===== config.mk =====
export PLATFORM = sky130hd
export DESIGN_NAME = ssr_accumulate_flat
export DESIGN_NICKNAME = d
export VERILOG_FILES = /design/src/rtl/ssr_accumulate_if.sv /design/src/rtl/ssr_accumulate.sv /design/src/flat_wrapper.sv
export SDC_FILE = /design/constraint.sdc
export NUM_CORES = 1
export LEC_CHECK = 0
export CORE_ASPECT_RATIO = 2
export CORE_MARGIN = 4
export CORE_UTILIZATION = 30
export DETAILED_ROUTE_END_ITERATION = 10
export DONT_BUFFER_PORTS = 1
export SYNTH_ARGS = -nofsm -noshare
export SYNTH_HDL_FRONTEND = slang
export SYNTH_SLANG_ARGS = --single-unit

===== constraint.sdc =====
create_clock -name clk -period 3.5 [get_ports clk]
set_clock_uncertainty 0.1 [all_clocks]
set_input_delay 0.175 -clock clk [delete_from_list [all_inputs] [get_ports clk]]
set_output_delay 0.175 -clock clk [all_outputs]
set_load 0.03 [all_outputs]

===== src/rtl/ssr_accumulate_if.sv =====
// Handshake bundle for the product accumulator: product stream in,
// completed sums out, plus the synchronous frame-abandon strobe.
interface ssr_accumulate_if #(
   parameter int DATA_WIDTH = 32,
   parameter int ACC_LEN    = 16
);
   localparam int PROD_WIDTH = 2 * DATA_WIDTH;
   localparam int SUM_WIDTH  = PROD_WIDTH + $clog2(ACC_LEN);

   logic                  clr;
   logic                  in_valid;
   logic                  in_ready;
   logic [PROD_WIDTH-1:0] in_data;
   logic                  out_valid;
   logic                  out_ready;
   logic [SUM_WIDTH-1:0]  out_data;

   modport master (
      output clr,
      output in_valid,
      output in_data,
      output out_ready,
      input  in_ready,
      input  out_valid,
      input  out_data
   );

   modport slave (
      input  clr,
      input  in_valid,
      input  in_data,
      input  out_ready,
      output in_ready,
      output out_valid,
      output out_data
   );
endinterface


===== src/rtl/ssr_accumulate.sv =====
// Sums ACC_LEN consecutive unsigned products into one widened result,
// with valid/ready on both sides and a one-deep output register.
module ssr_accumulate #(
   parameter int DATA_WIDTH = 32,
   parameter int ACC_LEN    = 16
) (
   input logic             clk,
   input logic             rst_n,
   ssr_accumulate_if.slave bus
);
   localparam int GUARD_BITS = $clog2(ACC_LEN);
   localparam int SUM_WIDTH  = 2 * DATA_WIDTH + GUARD_BITS;

   logic [SUM_WIDTH-1:0]  acc;
   logic [SUM_WIDTH-1:0]  sum;
   logic [SUM_WIDTH-1:0]  out_data;
   logic [GUARD_BITS-1:0] cnt;
   logic                  out_valid;
   logic                  last;
   logic                  in_ready;
   logic                  take;

   assign last = (cnt == GUARD_BITS'(ACC_LEN - 1));

   // Only the closing sample must wait for the output register to drain.
   assign in_ready = !(out_valid && last);
   assign take     = bus.in_valid && in_ready && !bus.clr;
   assign sum      = acc + SUM_WIDTH'(bus.in_data);

   assign bus.in_ready  = in_ready;
   assign bus.out_valid = out_valid;
   assign bus.out_data  = out_data;

   always_ff @(posedge clk or negedge rst_n) begin
      if (!rst_n) begin
         acc       <= '0;
         cnt       <= '0;
         out_valid <= 1'b0;
         out_data  <= '0;
      end else begin
         if (out_valid && bus.out_ready)
            out_valid <= 1'b0;
         if (bus.clr) begin
            acc <= '0;
            cnt <= '0;
         end else if (take) begin
            if (last) begin
               out_data  <= sum;
               out_valid <= 1'b1;
               acc       <= '0;
               cnt       <= '0;
            end else begin
               acc <= sum;
               cnt <= cnt + 1'b1;
            end
         end
      end
   end
endmodule


===== src/flat_wrapper.sv =====
// flat-port wrapper written by rule: the top's interface ports become plain ports
module ssr_accumulate_flat 
#(
   parameter int DATA_WIDTH = 32,
   parameter int ACC_LEN    = 16
)
  (clk, rst_n, bus_clr, bus_in_valid, bus_in_data, bus_out_ready, bus_in_ready, bus_out_valid, bus_out_data);
  ssr_accumulate_if #(.DATA_WIDTH(DATA_WIDTH), .ACC_LEN(ACC_LEN)) bus_i ();
  input logic clk;
  input logic rst_n;
  input wire logic [$bits(bus_i.clr)-1:0] bus_clr;
  input wire logic [$bits(bus_i.in_valid)-1:0] bus_in_valid;
  input wire logic [$bits(bus_i.in_data)-1:0] bus_in_data;
  input wire logic [$bits(bus_i.out_ready)-1:0] bus_out_ready;
  output wire logic [$bits(bus_i.in_ready)-1:0] bus_in_ready;
  output wire logic [$bits(bus_i.out_valid)-1:0] bus_out_valid;
  output wire logic [$bits(bus_i.out_data)-1:0] bus_out_data;
  assign bus_i.clr = bus_clr;
  assign bus_i.in_valid = bus_in_valid;
  assign bus_i.in_data = bus_in_data;
  assign bus_i.out_ready = bus_out_ready;
  assign bus_in_ready = bus_i.in_ready;
  assign bus_out_valid = bus_i.out_valid;
  assign bus_out_data = bus_i.out_data;
  ssr_accumulate #(.DATA_WIDTH(DATA_WIDTH), .ACC_LEN(ACC_LEN)) u_core (.clk(clk), .rst_n(rst_n), .bus(bus_i));
endmodule

==> results of run 1 <==
-- through the flow --
stage	setup TNS, ps	hold WS [ps]	instances	setup slack [ps]
finish	0	-673	1414	173
detailed placement	0	-211	1374	21.6
global placement	0	-211	1374	57.5
CTS	0	-709	1410	9.17
floorplan	0	-221	1041	407
global route	-5.04	-696	1414	-2.67
-- worst min path at each step --
| stage | slack, ps | end | from |
|---|---|---|---|
| 6_report | -670 | u_core.bus.out_data[55] | rst_n |
| 2_1_floorplan | -220 | u_core.acc[0] | rst_n |
| 5_1_grt | -700 | u_core.bus.out_data[55] | rst_n |
| 3_5_place_dp | -210 | u_core.bus.out_data[55] | rst_n |
| 4_1_cts | -710 | u_core.bus.out_data[55] | rst_n |
| 3_3_place_gp | -210 | u_core.bus.out_data[59] | rst_n |
-- state kept, by name, summed over array words and instances (netlist names) --
register / count
u_core.bus.out_valid: 1
u_core.cnt: 4
u_core.acc: 68
u_core.bus.out_data: 68
-- layout by cell type, fill, tap and decap left out, types with 4 or more instances in the layout --
cell	Yosys	layout
or4_1	7	7
o21ai_1	8	7
nand2_1	185	185
o21ai_0	45	45
xor2_1	22	22
nor2_1	50	50
ha_1	65	65
clkinv_2	0	4
nand3_1	19	19
a21o_1	26	26
xnor2_1	38	38
o21a_1	8	8
clkbuf_16	0	17
nor3_1	16	13
dfrtp_1	141	141
o31ai_1	5	5
nand4_1	32	32
o2111ai_1	5	5
a31oi_1	11	10
o21bai_1	15	15
a21oi_2	0	4
dlygate4sd3_1	0	5
o22ai_1	5	5
a21oi_1	88	83
or3_1	7	6
mux2_2	20	20
a211oi_1	5	5
inv_1	28	28
buf_4	0	29
a22o_1	58	58
o211ai_1	8	8
-- kinds of logic after synthesis --
logic type | after synthesis
AOI/OAI and AO/OA | 322
muxes | 21
xor gates and xnor gates | 60
buffers and inverters | 93
adders and majority gates | 66
DFF | 141
and+or+nand+nor | 338
-- final cells by class --
| type | count | area, um2 |
|---|---|---|
| Clock inverter | 11 | 143 |
| Clock buffer | 20 | 457 |
| Sequential cell | 141 | 3530 |
| Inverter | 28 | 105 |
| Multi-Input combinational cell | 807 | 5440 |
| Fill cell | 3055 | 19800 |
| Tap cell | 368 | 460 |
| Antenna cell | 3 | 7.51 |
| Timing Repair Buffer | 36 | 308 |
-- power groups by stage --
stage | sequential [uW] | combinational, uW | clock, uW
after floorplan | 1850 | 1500 | 0
after global placement | 1880 | 1980 | 0
after detailed placement | 1880 | 2000 | 0
after CTS | 1850 | 2010 | 1950
after global routing | 1870 | 2260 | 2000
final | 1860 | 2060 | 1910
-- routing by layer --
layer / up-vias / part of all wire
met3: 55 / 0.056
met5: - / 0
met1: 3890 / 0.34
met2: 224 / 0.56
li1: 3766 / -
met4: 0 / 0.041
-- repair_timing --
| item | 4_1_cts | 5_1_grt |
|---|---|---|
| gates resized for setup | 0 | 14 |
| setup endpoints to repair | 0 | 44 |
| hold endpoints to repair | 150 | 141 |
| setup buffers | 0 | 1 |
==> results.md, run 1 <==
- Post-Route WL: 30400 um
- Clock slew at reported path FFs: 60 ps
- Area leader, netlist: dfrtp_1
- Failing checks: negative hold slack
- Vias per cell: 5.61
- Critical Path Source: u_core.acc[18]
- CP Data Arrival Time: 3560 ps
- Worst ir drop on vdd: 0.000342 V
- Pwr/cell area: 557 nW/um2
- Crit Reg-Reg Startpoint: u_core.acc[18]
- Synth Warn #: 0
- Placed inst area: 9720 um2
- Clock share of power: 0.327
- Core footprint: 30300 um2
- First-pass GRT wire length: 47200 um
- Synth-to-Final Area Change: 12.9%
- Met2 GRT Util: 0.340
- Int Power: 3720 uW
- Number of synthesized flops with an enable pin: 0
- Starting density of the core: 0.305
- # DRC: 0
- Drt initial violations: 471
- Synth async-reset ratio: 1.00
- Cts hold-fix bufs: 5
- Die Height: 256 um
- DP HPWL: 23000 um
- Clock Latency Late Sink: 450 ps
- GR peak layer: met2
- Syn nets: 1176
- IO Count: 139
- CP Depth: 11
- Tmin final: 3330 ps
- Grt total ovfl: 0
- Relative slew slack: 0.394
- CP Data Required Time: 3730 ps
- DRT antenna net count: 0
- Switch Pwr: 2100 uW
- Layout cells sized above 1: 0.106
- CTS Root Cell: clkbuf_16
- Htree depth: 4
- Hold crit path type: in2async
- CTS max path bufs: 2
- CP Cell Sequence: ha_1 -> a21o_1 -> o21bai_1 -> a21o_1 -> a221o_1 -> a31oi_2 -> o21a_2 -> o31a_4 -> o21ai_1 -> xor2_1 -> mux2_2
- # Max-Cap Violations: 0
- Synth Area in Simple Gates: 0.163
- Met1 Usage GRT: 0.172
- Initial antenna violation count: 4
- Fin nets: 1166
- Register area share after synthesis: 0.381
- Syn Area/Cell: 8.89 um2
- Area share of the largest cell type after synthesis: 0.381
- Reg2reg end: u_core.bus.out_data[51]
- Number of synthesized register bits: 141
- GPL Wtd Cong: 0.884
- Avg WL per Cell: 21.5 um
- Row cnt: 90
- # setup viols final: 0
- Most frequent cells after synthesis: nand2_1 (185), dfrtp_1 (141), a21oi_1 (88)
- WHS: -673 ps
- Status: complete, but fails checks
- Largest family of logic cells by synthesized area: compound AO/OA/AOI/OAI gates
- CP top delay family: compound AO/OA/AOI/OAI gates
- Port bufs: 0
- Critical path's largest stage delay: 390 ps
- Kind of critical path: reg2reg
- TritonCTS clock tree: yes
- Sink Count: 141
- Reg2reg path depth: 11
- Die X: 132 um
- Synth Area in Compound Gates: 0.244
- Post-Synth XOR/XNOR Area: 0.0568
- Buf+Inv Stages, Crit Path: 0
- Count of cell types in the netlist: 69
- Count leader, synth: nand2_1
- Switching portion of total power: 0.361
- Utilization after layout: 0.345
- CP dominant cell by count: a21o_1
- Mapped Area: 9250 um2
- Synthesized-area fraction occupied by adder cells: 0.0900
- Total leakage power: 0.00500 uW
- Worst-path fanout max: 7
- Die area: 33900 um2
- Comb power frac: 0.354
- Sequential power share: 0.319
- Fin crit share: 0.950
- Pre-Repair DR Iteration Count: 5
- Fin. max-slew vios: 0
- Max Fclk: 301 MHz
- Most common flop cell mapped by yosys: dfrtp_1
- Final instance area: 10500 um2
- Vias in the first global route: 8184
- Multiplexer share of the synthesized area: 0.0254
- Num CTS Buffers: 17
- Flop2flop setup slack: 170 ps
- Critical Path Start Type: flip-flop
- DR vias: 7935
- Total track usage: 0.179
- Worst setup EP type: flip-flop
- Worst setup path end: u_core.bus.out_data[51]
- Synth area leaders: dfrtp_1 (38%), ha_1 (8.8%), nand2_1 (7.5%), a22o_1 (5.5%), a21oi_1 (4.8%)
- Slowest CP cell: dfrtp_1
- Worst-Margin Slew: 907 ps
- Syn Inst Count: 1041
- Overall power: 5820 uW
- Global Route met3 Usage: 0.0516
- Pin count of the biggest net entering global routing: 142
- Final Hold Fails: 141
Power figures use the tool's default switching activity.
==> run 2, diff against run 1 <==
--- a/config.mk
+++ b/config.mk
@@ -10,6 +10,7 @@
 export CORE_UTILIZATION = 30
 export DETAILED_ROUTE_END_ITERATION = 10
 export DONT_BUFFER_PORTS = 1
+export PLACE_DENSITY = 0.52
 export SYNTH_ARGS = -nofsm -noshare
 export SYNTH_HDL_FRONTEND = slang
 export SYNTH_SLANG_ARGS = --single-unit
==> run 2 against run 1 <==
Net effect: the run still ends with negative hold slack left; die area did not move; sequential share of layout area fell by 0.77 points; largest cell class unchanged; non-clock buffer count grew 18; clock power rose by 7%; cell count grew 1.3%; power rose by 4.1%; worst setup slack improved by 15 ps.
==> results.md, run 2 (synthesis gave the netlist of run 1 again) <==
- Htree depth: 4
- IO Count: 139
- Row cnt: 90
- GR peak layer: met2
- Final Hold Fails: 141
- Critical Path Start Type: flip-flop
- Post-Layout Cell Count: 1432
- Core footprint: 30300 um2
- Met2 GRT Util: 0.352
- Placed Instances: 1390
- DR vias: 7913
- GPL Wtd Cong: 0.909
- DP HPWL: 23200 um
- Kind of critical path: reg2reg
- Worst setup EP type: flip-flop
- Pre-Repair DR Iteration Count: 5
- Pwr/cell area: 566 nW/um2
- Max Fclk: 302 MHz
- Layout cells sized above 1: 0.123
- Fin nets: 1184
- Tmin final: 3310 ps
- CP Data Arrival Time: 3550 ps
- Worst-Margin Slew: 879 ps
- # Max-Cap Violations: 0
- Die Height: 256 um
- Total track usage: 0.181
- CP Data Required Time: 3730 ps
- Die X: 132 um
- CTS max path bufs: 2
- Met1 Usage GRT: 0.169
- Vias per cell: 5.53
- Vias in the first global route: 8306
- Top flop regs: u_core.acc (68), u_core.bus.out_data (68), u_core.cnt (4)
- Worst-path fanout max: 7
- WHS: -677 ps
- Drt initial violations: 395
- CTS Root Cell: clkbuf_16
- Critical Path Source: u_core.acc[18]
- First-pass GRT wire length: 47700 um
- Setup tns final: 0 ps
- Crit Reg-Reg Startpoint: u_core.acc[18]
- Global Route met3 Usage: 0.0479
- Commonest non-fill, non-tap cell in the layout: nand2_1
- Hold crit path type: in2async
- DRT antenna net count: 0
- Sink Count: 141
- Highest-count cells in the layout ignoring fill and taps: nand2_1 (185), dfrtp_1 (141), a21oi_1 (83)
- Total leakage power: 0.00513 uW
- # DRC: 0
- Avg WL per Cell: 21.3 um
- Clock Latency Late Sink: 450 ps
- Status: complete, but fails checks
- Reg2reg path depth: 11
- Failing checks: negative hold slack
- Clock slew at reported path FFs: 70 ps
- Grt total ovfl: 0
- Initial antenna violation count: 3
- # setup viols final: 0
- Cts hold-fix bufs: 5
- Synth-to-Final Area Change: 15.6%
- Fin. max-slew vios: 0
- Number of fill cells: 3094
- TritonCTS clock tree: yes
- Worst ir drop on vdd: 0.000376 V
- Num CTS Buffers: 17
- Port bufs: 0
- Pin count of the biggest net entering global routing: 142
- Post-Route WL: 30600 um
- Starting density of the core: 0.305
- Relative slew slack: 0.413
- Die area: 33900 um2
- Fin crit share: 0.946
-- run 2: cell types whose count changed in the layout (fill, tap and decap cells not counted), sizes merged --
cell and change:
buf +18, bufinv +2, clkinv -3, clkbuf +1
-- run 2: metrics by stage --
| stage | worst slack [ps] | hold WS, ps | area, um2 | power [uW] | util |
|---|---|---|---|---|---|
| floorplan | 407 | -221 | 9250 | 3350 | - |
| detailed placement | -20.9 | -214 | 9860 | 3960 | 0.325 |
| global route | -8.56 | -700 | 10700 | 6400 | 0.353 |
| global placement | 44.6 | -213 | 9860 | 3960 | 0.325 |
| CTS | 58.6 | -702 | 10600 | 6060 | 0.349 |
| finish | 188 | -677 | 10700 | 6060 | 0.353 |
-- run 2: final cells by class --
cell class / instances / area, um2 / share of cell area
Clock inverter: 10 / 188 / 0.0176
Sequential cell: 141 / 3530 / 0.330
Multi-Input combinational cell: 807 / 5490 / 0.513
Clock buffer: 21 / 460 / 0.0431
Tap cell: 368 / 460 / 0.0431
Inverter: 28 / 105 / 0.00983
Antenna cell: 3 / 7.51 / 0.000702
Timing Repair Buffer: 54 / 459 / 0.0429
-- run 2: timing repair --
item | 4_1_cts | 5_1_grt
gates resized for setup | 1 | 19
buffers inserted | 1 | 2
setup endpoints to repair | 3 | 45
endpoints found under the hold margin | 148 | 141
pin swaps | 2 | 8
-- run 2: final timing paths --
check                                               end  slack [ps]
max in group asynchronous       u_core.bus.out_data[26]        3760
worst min-delay path            u_core.bus.out_data[60]        -680
worst min register to register           u_core.acc[63]         390
min in group clk                          u_core.cnt[0]          50
worst max-delay path            u_core.bus.out_data[51]         190
worst max register to register  u_core.bus.out_data[51]         190
-- run 2: worst max-delay path, cell delays in order (launching register included) --
cell and delay, ps:
dfrtp_1 380, ha_1 370, a21o_1 220, o21bai_1 160
a21o_1 180, a221o_1 360, a31oi_2 380, o21a_2 290
o31a_4 220, o21ai_1 100, xor2_1 170, mux2_2 270
-- run 2: metal layers --
metal | vias to the layer above | wire (um) | share of wire
li1 | 3800 | - | -
met1 | 3869 | 10400 | 0.34
met2 | 188 | 17400 | 0.57
met3 | 56 | 1460 | 0.048
met4 | 0 | 1260 | 0.041
met5 | - | 0 | 0
-- run 2: where the power goes --
| part | switching, uW | total (uW) | internal [uW] | leakage (uW) |
|---|---|---|---|---|
| combinational | 1300 | 2150 | 853 | 0.00290 |
| sequential | 86.9 | 1850 | 1770 | 0.00192 |
| clock | 752 | 2050 | 1300 | 0.000309 |
| total | 2140 | 6060 | 3920 | 0.00513 |
